**src/rtl/goal_score_pkg.sv**
```systemverilog
// Shared types and constants for the goal score keeper: match states, winner codes, score width.
package goal_score_pkg;

    localparam int SCORE_W = 4;

    typedef enum logic [1:0] {
        ST_IDLE      = 2'd0,
        ST_PLAY      = 2'd1,
        ST_HOLD      = 2'd2,
        ST_GAME_OVER = 2'd3
    } state_e;

    localparam logic [1:0] WIN_NONE = 2'd0;
    localparam logic [1:0] WIN_P1   = 2'd1;
    localparam logic [1:0] WIN_P2   = 2'd2;

endpackage

```
**src/rtl/frame_event_latch.sv**
```systemverilog
// Sticky per-frame collision latch: set on any hit, reloaded with the same-cycle hit on
// startOfFrame so that hit lands in the next frame; force clear overrides both.
module frame_event_latch (
    input  logic clk,
    input  logic reset,
    input  logic hit,
    input  logic start_of_frame,
    input  logic force_clr,
    output logic hit_latched
);

    logic hit_q;
    logic hit_d;

    always_comb begin
        hit_d = hit_q | hit;
        if (force_clr) begin
            hit_d = 1'b0;
        end else if (start_of_frame) begin
            hit_d = hit;
        end
    end

    always_ff @(posedge clk) begin
        if (reset) begin
            hit_q <= 1'b0;
        end else begin
            hit_q <= hit_d;
        end
    end

    assign hit_latched = hit_q;

endmodule

```
**src/rtl/goal_score_keeper.sv**
```systemverilog
// Match FSM and score registers fed by per-frame goal latches.
// Optional GOAL_FLASH_EN adds a goal_flash output that blinks every 8 frames during HOLD.
//
// state        | meaning
// ST_IDLE      | after reset, waiting for newGame
// ST_PLAY      | collisions counted at each startOfFrame
// ST_HOLD      | post-goal, HOLD_FRAMES frames of collisions ignored
// ST_GAME_OVER | a player reached WIN_SCORE, everything frozen until newGame
module goal_score_keeper
    import goal_score_pkg::*;
#(
    parameter int WIN_SCORE   = 9,
    parameter int HOLD_FRAMES = 60
) (
    input  logic               clk,
    input  logic               reset,
    input  logic               startOfFrame,
    input  logic               goal_p1_hit,
    input  logic               goal_p2_hit,
    input  logic               newGame,
    output logic [SCORE_W-1:0] score_p1,
    output logic [SCORE_W-1:0] score_p2,
    output logic               ball_reset,
    output logic               game_over,
    output logic [1:0]         winner
`ifdef GOAL_FLASH_EN
    ,output logic              goal_flash
`endif
);

    localparam logic [SCORE_W-1:0] WIN_C  = SCORE_W'(WIN_SCORE);
    localparam logic [7:0]         HOLD_C = 8'(HOLD_FRAMES);

    state_e             state_q, state_d;
    logic [SCORE_W-1:0] score_p1_q, score_p1_d;
    logic [SCORE_W-1:0] score_p2_q, score_p2_d;
    logic [1:0]         winner_q, winner_d;
    logic               ball_reset_q, ball_reset_d;
    logic [7:0]         hold_cnt_q, hold_cnt_d;
    logic               hit1, hit2;
    logic               latch_clr;

    // Latches only accumulate while playing; every other state discards collisions.
    assign latch_clr = newGame | (state_q != ST_PLAY);

    frame_event_latch u_latch_p1 (
        .clk            (clk),
        .reset          (reset),
        .hit            (goal_p1_hit),
        .start_of_frame (startOfFrame),
        .force_clr      (latch_clr),
        .hit_latched    (hit1)
    );

    frame_event_latch u_latch_p2 (
        .clk            (clk),
        .reset          (reset),
        .hit            (goal_p2_hit),
        .start_of_frame (startOfFrame),
        .force_clr      (latch_clr),
        .hit_latched    (hit2)
    );

    always_comb begin
        state_d      = state_q;
        score_p1_d   = score_p1_q;
        score_p2_d   = score_p2_q;
        winner_d     = winner_q;
        hold_cnt_d   = hold_cnt_q;
        ball_reset_d = 1'b0;
        if (newGame) begin
            state_d      = ST_PLAY;
            score_p1_d   = '0;
            score_p2_d   = '0;
            winner_d     = WIN_NONE;
            ball_reset_d = 1'b1;
        end else if (startOfFrame) begin
            case (state_q)
                ST_PLAY: begin
                    // Both goals in one frame is ambiguous and credits nobody.
                    if (hit1 && !hit2 && score_p1_q < WIN_C) begin
                        score_p1_d = score_p1_q + 1'b1;
                        if (score_p1_d == WIN_C) begin
                            state_d  = ST_GAME_OVER;
                            winner_d = WIN_P1;
                        end else begin
                            state_d      = ST_HOLD;
                            hold_cnt_d   = HOLD_C;
                            ball_reset_d = 1'b1;
                        end
                    end else if (hit2 && !hit1 && score_p2_q < WIN_C) begin
                        score_p2_d = score_p2_q + 1'b1;
                        if (score_p2_d == WIN_C) begin
                            state_d  = ST_GAME_OVER;
                            winner_d = WIN_P2;
                        end else begin
                            state_d      = ST_HOLD;
                            hold_cnt_d   = HOLD_C;
                            ball_reset_d = 1'b1;
                        end
                    end
                end
                ST_HOLD: begin
                    hold_cnt_d = hold_cnt_q - 1'b1;
                    if (hold_cnt_q <= 8'd1) begin
                        hold_cnt_d = '0;
                        state_d    = ST_PLAY;
                    end
                end
                default: ;
            endcase
        end
    end

    always_ff @(posedge clk) begin
        if (reset) begin
            state_q      <= ST_IDLE;
            score_p1_q   <= '0;
            score_p2_q   <= '0;
            winner_q     <= WIN_NONE;
            hold_cnt_q   <= '0;
            ball_reset_q <= 1'b0;
        end else begin
            state_q      <= state_d;
            score_p1_q   <= score_p1_d;
            score_p2_q   <= score_p2_d;
            winner_q     <= winner_d;
            hold_cnt_q   <= hold_cnt_d;
            ball_reset_q <= ball_reset_d;
        end
    end

`ifdef GOAL_FLASH_EN
    logic [2:0] flash_cnt_q, flash_cnt_d;
    logic       goal_flash_q, goal_flash_d;

    always_comb begin
        flash_cnt_d  = flash_cnt_q;
        goal_flash_d = goal_flash_q;
        if (state_q != ST_HOLD || state_d != ST_HOLD) begin
            flash_cnt_d  = '0;
            goal_flash_d = 1'b0;
        end else if (startOfFrame) begin
            flash_cnt_d = flash_cnt_q + 1'b1;
            if (flash_cnt_q == 3'd7) begin
                goal_flash_d = ~goal_flash_q;
            end
        end
    end

    always_ff @(posedge clk) begin
        if (reset) begin
            flash_cnt_q  <= '0;
            goal_flash_q <= 1'b0;
        end else begin
            flash_cnt_q  <= flash_cnt_d;
            goal_flash_q <= goal_flash_d;
        end
    end

    assign goal_flash = goal_flash_q;
`endif

    assign score_p1   = score_p1_q;
    assign score_p2   = score_p2_q;
    assign winner     = winner_q;
    assign ball_reset = ball_reset_q;
    assign game_over  = (state_q == ST_GAME_OVER);

endmodule
```
**config.mk**
```make
export PLATFORM = sky130hd
export DESIGN_NAME = goal_score_keeper
export DESIGN_NICKNAME = d
export VERILOG_FILES = /design/src/rtl/goal_score_pkg.sv /design/src/rtl/frame_event_latch.sv /design/src/rtl/goal_score_keeper.sv
export SDC_FILE = /design/constraint.sdc
export NUM_CORES = 1
export LEC_CHECK = 0
export BUFFER_PORTS_ARGS = -buffer_cell sky130_fd_sc_hd__buf_4
export CELL_PAD_IN_SITES_DETAIL_PLACEMENT = 0
export CELL_PAD_IN_SITES_GLOBAL_PLACEMENT = 1
export CORE_ASPECT_RATIO = 2
export CORE_MARGIN = 5
export CORE_UTILIZATION = 38
export DETAILED_ROUTE_END_ITERATION = 7
export PLACE_DENSITY = 0.84
export SLEW_MARGIN = 30
export SYNTH_ARGS = -nofsm -noshare
export SYNTH_HDL_FRONTEND = slang
export SYNTH_SLANG_ARGS = --single-unit
```
**constraint.sdc**
```tcl
create_clock -name clk -period 1.8 [get_ports clk]
set_input_delay 0.27 -clock clk [delete_from_list [all_inputs] [get_ports clk]]
set_output_delay 0.27 -clock clk [all_outputs]
set_load 0.01 [all_outputs]
```
Word-level counts from Yosys, hierarchy flattened
Index checks and enable logic that the tools add are counted.
{"block": "classes", "addsub": 3, "order_cmp": 3, "eq_ne": 13, "muxes": 27, "bitwise": 5, "n_reduce_logical": 19}
{"cell": "$mux 8", "n": 5}
{"cell": "$pmux 8 s2", "n": 1}
{"cell": "$mux 2", "n": 7}
{"cell": "$mux 1", "n": 13}
{"cell": "$ne 3x3->1 const B", "n": 4}
{"cell": "$reduce_and 4->1", "n": 3}
{"cell": "$add 4x1->4 const B", "n": 2}
{"cell": "$eq 4x4->1 const B", "n": 2}
{"cell": "$le 8x1->1 const B", "n": 1}
{"cell": "$lt 4x4->1 const B", "n": 2}
{"cell": "$reduce_bool 2->1", "n": 4}
{"cell": "$sub 8x1->8 const B", "n": 1}
{"cell": "$reduce_and 6->1", "n": 1}
{"cell": "$reduce_and 5->1", "n": 1}
{"cell": "$eq 2x2->1 const B", "n": 2}
{"cell": "$logic_and 1x1->1", "n": 4}
{"cell": "$ne 2x1->1 const B", "n": 2}
{"cell": "$ne 4x4->1 const B", "n": 1}
{"cell": "$pmux 2 s2", "n": 1}
{"cell": "$reduce_or 2->1", "n": 2}
{"cell": "$or 1x1->1", "n": 3}
{"cell": "$reduce_and 3->1", "n": 1}
{"cell": "$reduce_bool 3->1", "n": 1}
{"cell": "$eq 2x1->1 const B", "n": 1}
{"cell": "other kinds (3)", "n": 5}
{"block": "totals", "regBits": 23, "in_bits": 6, "output_inout_bits": 12, "wordCells": 79}

Depth between registers and ports, before layout
{"block": "depth", "word_depth": 8, "ltp_mapped": 7, "ltp_nobuf": 7}

Hierarchy
From an unflattened synthesis, not the netlist that was laid out.
{"block": "hier_totals", "cells_unflattened": 154, "hier_area_um2": 1322.5}
{"mod": "goal_score_keeper", "instances": 1, "cells_each": 146, "area_per_inst_um2": 1232.4, "seq_area_each_um2": 420.4}
{"mod": "frame_event_latch", "instances": 2, "cells_each": 4, "area_per_inst_um2": 45.0, "seq_area_each_um2": 20.0}

Worst setup path before layout
OpenSTA, ideal clock, no wires.
{"block": "synth_timing", "path_kind": "register to register", "from": "reg score_p2_q[0] (netlist: score_p2[0])", "to": "reg hold_cnt_q[6]", "arrival_ps": 1772, "required_time_ps": 1668, "slack_ps": -104, "path_stages_with_launch": 8, "path_buffers": 0, "path_cell_list": "dfxtp_1 > inv_1 > ha_1 > a41o_1 > a21o_1 > a211oi_4 > or2_1 > o311ai_1"}
{"block": "synth_via", "elab_chain_cells": 4}
{"item": "start: declaration", "line": "goal_score_keeper.sv:36", "rtl": "logic [SCORE_W-1:0] score_p2_q, score_p2_d;"}
{"item": "start signal: assignment", "line": "goal_score_keeper.sv:126", "rtl": "score_p2_q <= score_p2_d;"}
{"item": "$add 4x1->4 / $lt 4x4->1 (equally long branches)", "line": "goal_score_keeper.sv:92, goal_score_keeper.sv:91"}
{"item": "$eq 4x4->1 / $logic_and 1x1->1 (equally long branches)", "line": "goal_score_keeper.sv:93, goal_score_keeper.sv:91"}
{"item": "$ne 3x3->1 (no source line)"}
{"item": "$reduce_and 6->1 (no source line) *"}
{"item": "end signal: assignment", "line": "goal_score_keeper.sv:128", "rtl": "hold_cnt_q <= hold_cnt_d;"}
{"item": "end: declaration", "line": "goal_score_keeper.sv:39", "rtl": "logic [7:0] hold_cnt_q, hold_cnt_d;"}
Mark *: on every way between the ends. The rest lies on a longest branch, timed or not.
A chain may end at the register's enable or synchronous reset.

Worst setup path in the final report
{"block": "layout_timing", "from": "reg score_p1_q[1] (netlist: score_p1[1])", "to": "reg hold_cnt_q[6]"}
{"block": "layout_via", "elab_chain_cells": 4}
{"item": "start: declaration", "line": "goal_score_keeper.sv:35", "rtl": "logic [SCORE_W-1:0] score_p1_q, score_p1_d;"}
{"item": "start signal: assignment", "line": "goal_score_keeper.sv:125", "rtl": "score_p1_q <= score_p1_d;"}
{"item": "$add 4x1->4 / $lt 4x4->1 (equally long branches)", "line": "goal_score_keeper.sv:82, goal_score_keeper.sv:81"}
{"item": "$eq 4x4->1 / $logic_and 1x1->1 (equally long branches)", "line": "goal_score_keeper.sv:83, goal_score_keeper.sv:81"}
{"item": "$ne 3x3->1 (no source line) / $mux 8 (equally long branches)"}
{"item": "$reduce_and 6->1 (no source line) / $pmux 8 s2 (equally long branches)"}
Parallel ways exist; a longest one is shown, timed or not.

==> run_results.csv <==
group,metric,value,unit
outcome,status,"finished, final reports clean",
power,vdd_drop_max,0.0003795,V
power,p_clk_share,35.9,%
critical_path,endpoint,"hold_cnt_q[6]$_SDFFE_PP0P_",
finish,drive_above_1_share,33.51,%
synthesis,syn-num-nets,163,
timing,final-setup-viol-count,0,
route,wl,3280,µm
timing,timing.fmax,0.5699,GHz
power,internal-power,0.0006937,W
synthesis,synth-xor-area-share,2.629,%
synthesis,synth_seq_area_share,34.55,%
critical_path,r2r_cells,8,
critical_path,path_cells,"inv_4 -> ha_4 -> and3b_1 -> a22oi_2 -> a211oi_4 -> buf_4 -> or2_4 -> o311ai_2",
synthesis,netlist_area,1333,µm²
floorplanning,core_area,3378,µm²
route,first_iter_violations,14,
floorplanning,start_util,39.44,%
clock_network,cts_tree,"built",
power,switching_share,22.97,%
timing,relSlewSlack,70.79,%
timing,worstMarginPinSlew,434.8,ps
clock_network,htreeDepth,1,
hold_path,holdCritStartpoint,"goal_p1_hit",
power,p_per_area,518.2,nW/µm²
synthesis,synthMuxAreaShare,0,%
floorplanning,die_h,93.75,µm
critical_path,reg2reg_slack,50,ps
finish,fillers,326,
floorplanning,num_rows,30,
floorplanning,ios,18,
clock_network,hold_buffers,0,
synthesis,synth_cells,151,
grt,grt_max_degree,14,
finish,final_cells,217,
clock_network,cts.sinks,23,
grt,overflow,0,
route,dr_total_vias,1245,
timing,finalSetupTns,0,ps
clock_network,cts.path.max_buffers,2,
grt,grt_pass1_wl,5664,µm
synthesis,syn_area_per_cell,8.825,µm²
synthesis,ys_ff_latch,23,
critical_path,path_class,"reg -> reg",
route,remaining_drc_errors,0,
timing,clock_skew,1.968,ps
placement,pre_cts_slack,-61.57,ps
timing,worst_slack,45.37,ps
clock_network,numCtsBuffers,3,
grt,grt_pass1_vias,1295,
critical_path,r2r-end,"hold_cnt_q[6]$_SDFFE_PP0P_",
floorplanning,die_area,4863,µm²
critical_path,path_max_fanout,3,
power,power_frac_comb,6.8,%
synthesis,synth_compound_area_share,23.57,%
timing,rsz0062_at_grt,"yes",
critical_path,cp-end-kind,"flop",
critical_path,worstPathArrival,1930,ps
finish,syn2layout_area_growth,30.42,%
finish,layout.nets,198,
synthesis,synth_fa_ha_area_share,5.634,%
placement,placed_cells,207,
critical_path,critPathRequiredTime,1980,ps
synthesis,synthSimpleGateAreaFrac,29.95,%
finish,diodes,0,
route,routedWlPerCell,15.12,µm
placement,gp_congestion,0.8073,
synthesis,synth-edff-count,0,
critical_path,crit_path_top_delay_cell,"dfxtp_4",
route,via_per_inst,5.737,
power,p_leak,0.6985,nW
clock_network,path_clk_slew,80,ps
floorplanning,die_w,51.87,µm
timing,slew_viol_final,0,
synthesis,synthFlopType,"dfxtp_1",
route,drtPass1Iterations,4,
timing,period_share,97.48,%
critical_path,cp_slowest_stage_delay,380,ps
clock_network,clock_latency,260,ps
timing,period_needed,1755,ps
synthesis,synth_top_family_by_area,"simple AND/OR/NAND/NOR gates",
placement,portBuffers,17,
synthesis,synthArstFlopShare,0,%
grt,track_usage,15.14,%
clock_network,cts_root_buffer,"clkbuf_8",
finish,seq_area,470.5,µm²
power,pwr-share-seq,57.4,%
power,p_sw,0.0002069,W
critical_path,reg2reg_from,"score_p1[1]$_SDFFE_PP0P_",
timing,hold_viol_final,0,
route,ant_nets,0,
synthesis,yosys_warnings,0,
placement,place_hpwl,2570,µm
grt,antenna_found_initial,0,
synthesis,synthDistinctLibCells,45,
run,max_cap_viol_count,0,
finish,multi_input_area,890.9,µm²
critical_path,crit_path_start,"score_p1[1]$_SDFFE_PP0P_",
critical_path,critPathLaunchType,"flop",
hold_path,hold_class,"in -> reg",
worst min-delay path by stage:
| stage | end | cells after the start |
|---|---|---|
| 4_1_cts | ball_reset$_SDFF_PP0_ | 2 |
| 3_5_place_dp | winner[1]$_SDFFE_PP0P_ | 2 |
| 2_1_floorplan | ball_reset$_SDFF_PP0_ | 2 |
| 3_3_place_gp | winner[1]$_SDFFE_PP0P_ | 2 |
| 5_1_grt | ball_reset$_SDFF_PP0_ | 2 |
| 6_report | u_latch_p1.hit_latched$_SDFF_PP0_ | 3 |
layout by cell type, fill, tap and decap left out, types with 3 or more instances in the layout:
cell type / count
dfxtp_1: 19
a211oi_2: 3
nor3_1: 9
nand3b_1: 4
nand2b_1: 3
a211oi_1: 3
o211ai_1: 3
nor3b_1: 3
nand3_1: 3
nand2_1: 5
buf_4: 31
a21oi_1: 10
inv_1: 6
nor2_1: 18
a21o_1: 4
and3_1: 3
nor2b_1: 3
clkbuf_8: 3
ha_4: 3
state kept, by name (all words and copies together), names as in the netlist:
name / cells
ball_reset: 1
hold_cnt_q: 8
score_p1: 4
score_p2: 4
state_q: 2
u_latch_p1.hit_latched: 1
u_latch_p2.hit_latched: 1
winner: 2
critical path: cells and delay by family (launching register included):
kind / cells / cell delay [ps]
compound gates: 3 / 530
simple gates: 2 / 400
flops: 1 / 380
buf+inv: 2 / 190
fa+ha+maj: 1 / 160
cells by family (layout without fill, tap and decap cells):
logic type | Yosys count | in the layout
compound gates | 37 | 37
xor+xnor | 4 | 4
fa+ha+maj | 6 | 6
buf+inv | 12 | 46
flops | 23 | 23
simple gates | 69 | 69
cells in the mapped netlist, drive strengths merged, types with 3 or more instances:
cell type | n | area (µm²)
a21o | 4 | 30.03
nand3b | 5 | 50.05
inv | 9 | 33.78
nor3b | 3 | 22.52
nor2b | 3 | 18.77
and3 | 3 | 18.77
a21oi | 10 | 50.05
nand2 | 5 | 18.77
a211oi | 8 | 100.1
dfxtp | 23 | 460.4
nand2b | 3 | 18.77
o211ai | 3 | 22.52
nor2 | 19 | 73.82
nand3 | 3 | 15.01
ha | 6 | 75.07
nor3 | 10 | 50.05
routing by layer:
metal | vias to the layer above | track usage (%) | share of wire (%)
li1 | 621 | - | -
met1 | 599 | 14.90 | 38
met2 | 16 | 29.31 | 57
met3 | 9 | 1.908 | 1.7
met4 | 0 | 7.002 | 2.7
met5 | - | 0 | 0
power groups by stage:
stage	clock network (W)	registers (W)	logic, W
detailed placement	0	0.000532	0.0000590
CTS	0.000331	0.000520	0.0000604
global route	0.000355	0.000518	0.0000668
floorplan	0	0.000531	0.0000346
finish	0.000323	0.000517	0.0000609
global placement	0	0.000531	0.0000575
metrics by stage:
step	hold WS (ps)	cell area, µm²	total power, W	util [%]
2_1_floorplan	390.7	1335	0.0005652	-
3_3_place_gp	456.1	1563	0.0005887	46.26
3_5_place_dp	462.4	1563	0.0005907	46.26
4_1_cts	268.8	1689	0.0009115	50.00
5_1_grt	287.3	1738	0.0009402	51.44
6_report	274.5	1738	0.0009006	51.44
final cells by class:
| class | count | share of cell area (%) |
|---|---|---|
| Multi-Input combinational cell | 116 | 51.26 |
| Clock buffer | 4 | 2.592 |
| Sequential cell | 23 | 27.07 |
| Tap cell | 32 | 2.304 |
| Timing Repair Buffer | 33 | 14.69 |
| Inverter | 9 | 2.088 |
repair_timing:
action,CTS,global route
gates resized for setup,10,12
buffers inserted,7,0
pin swaps,8,7
setup endpoints to repair,8,10
No activity file was read; power rests on OpenSTA's default activity.
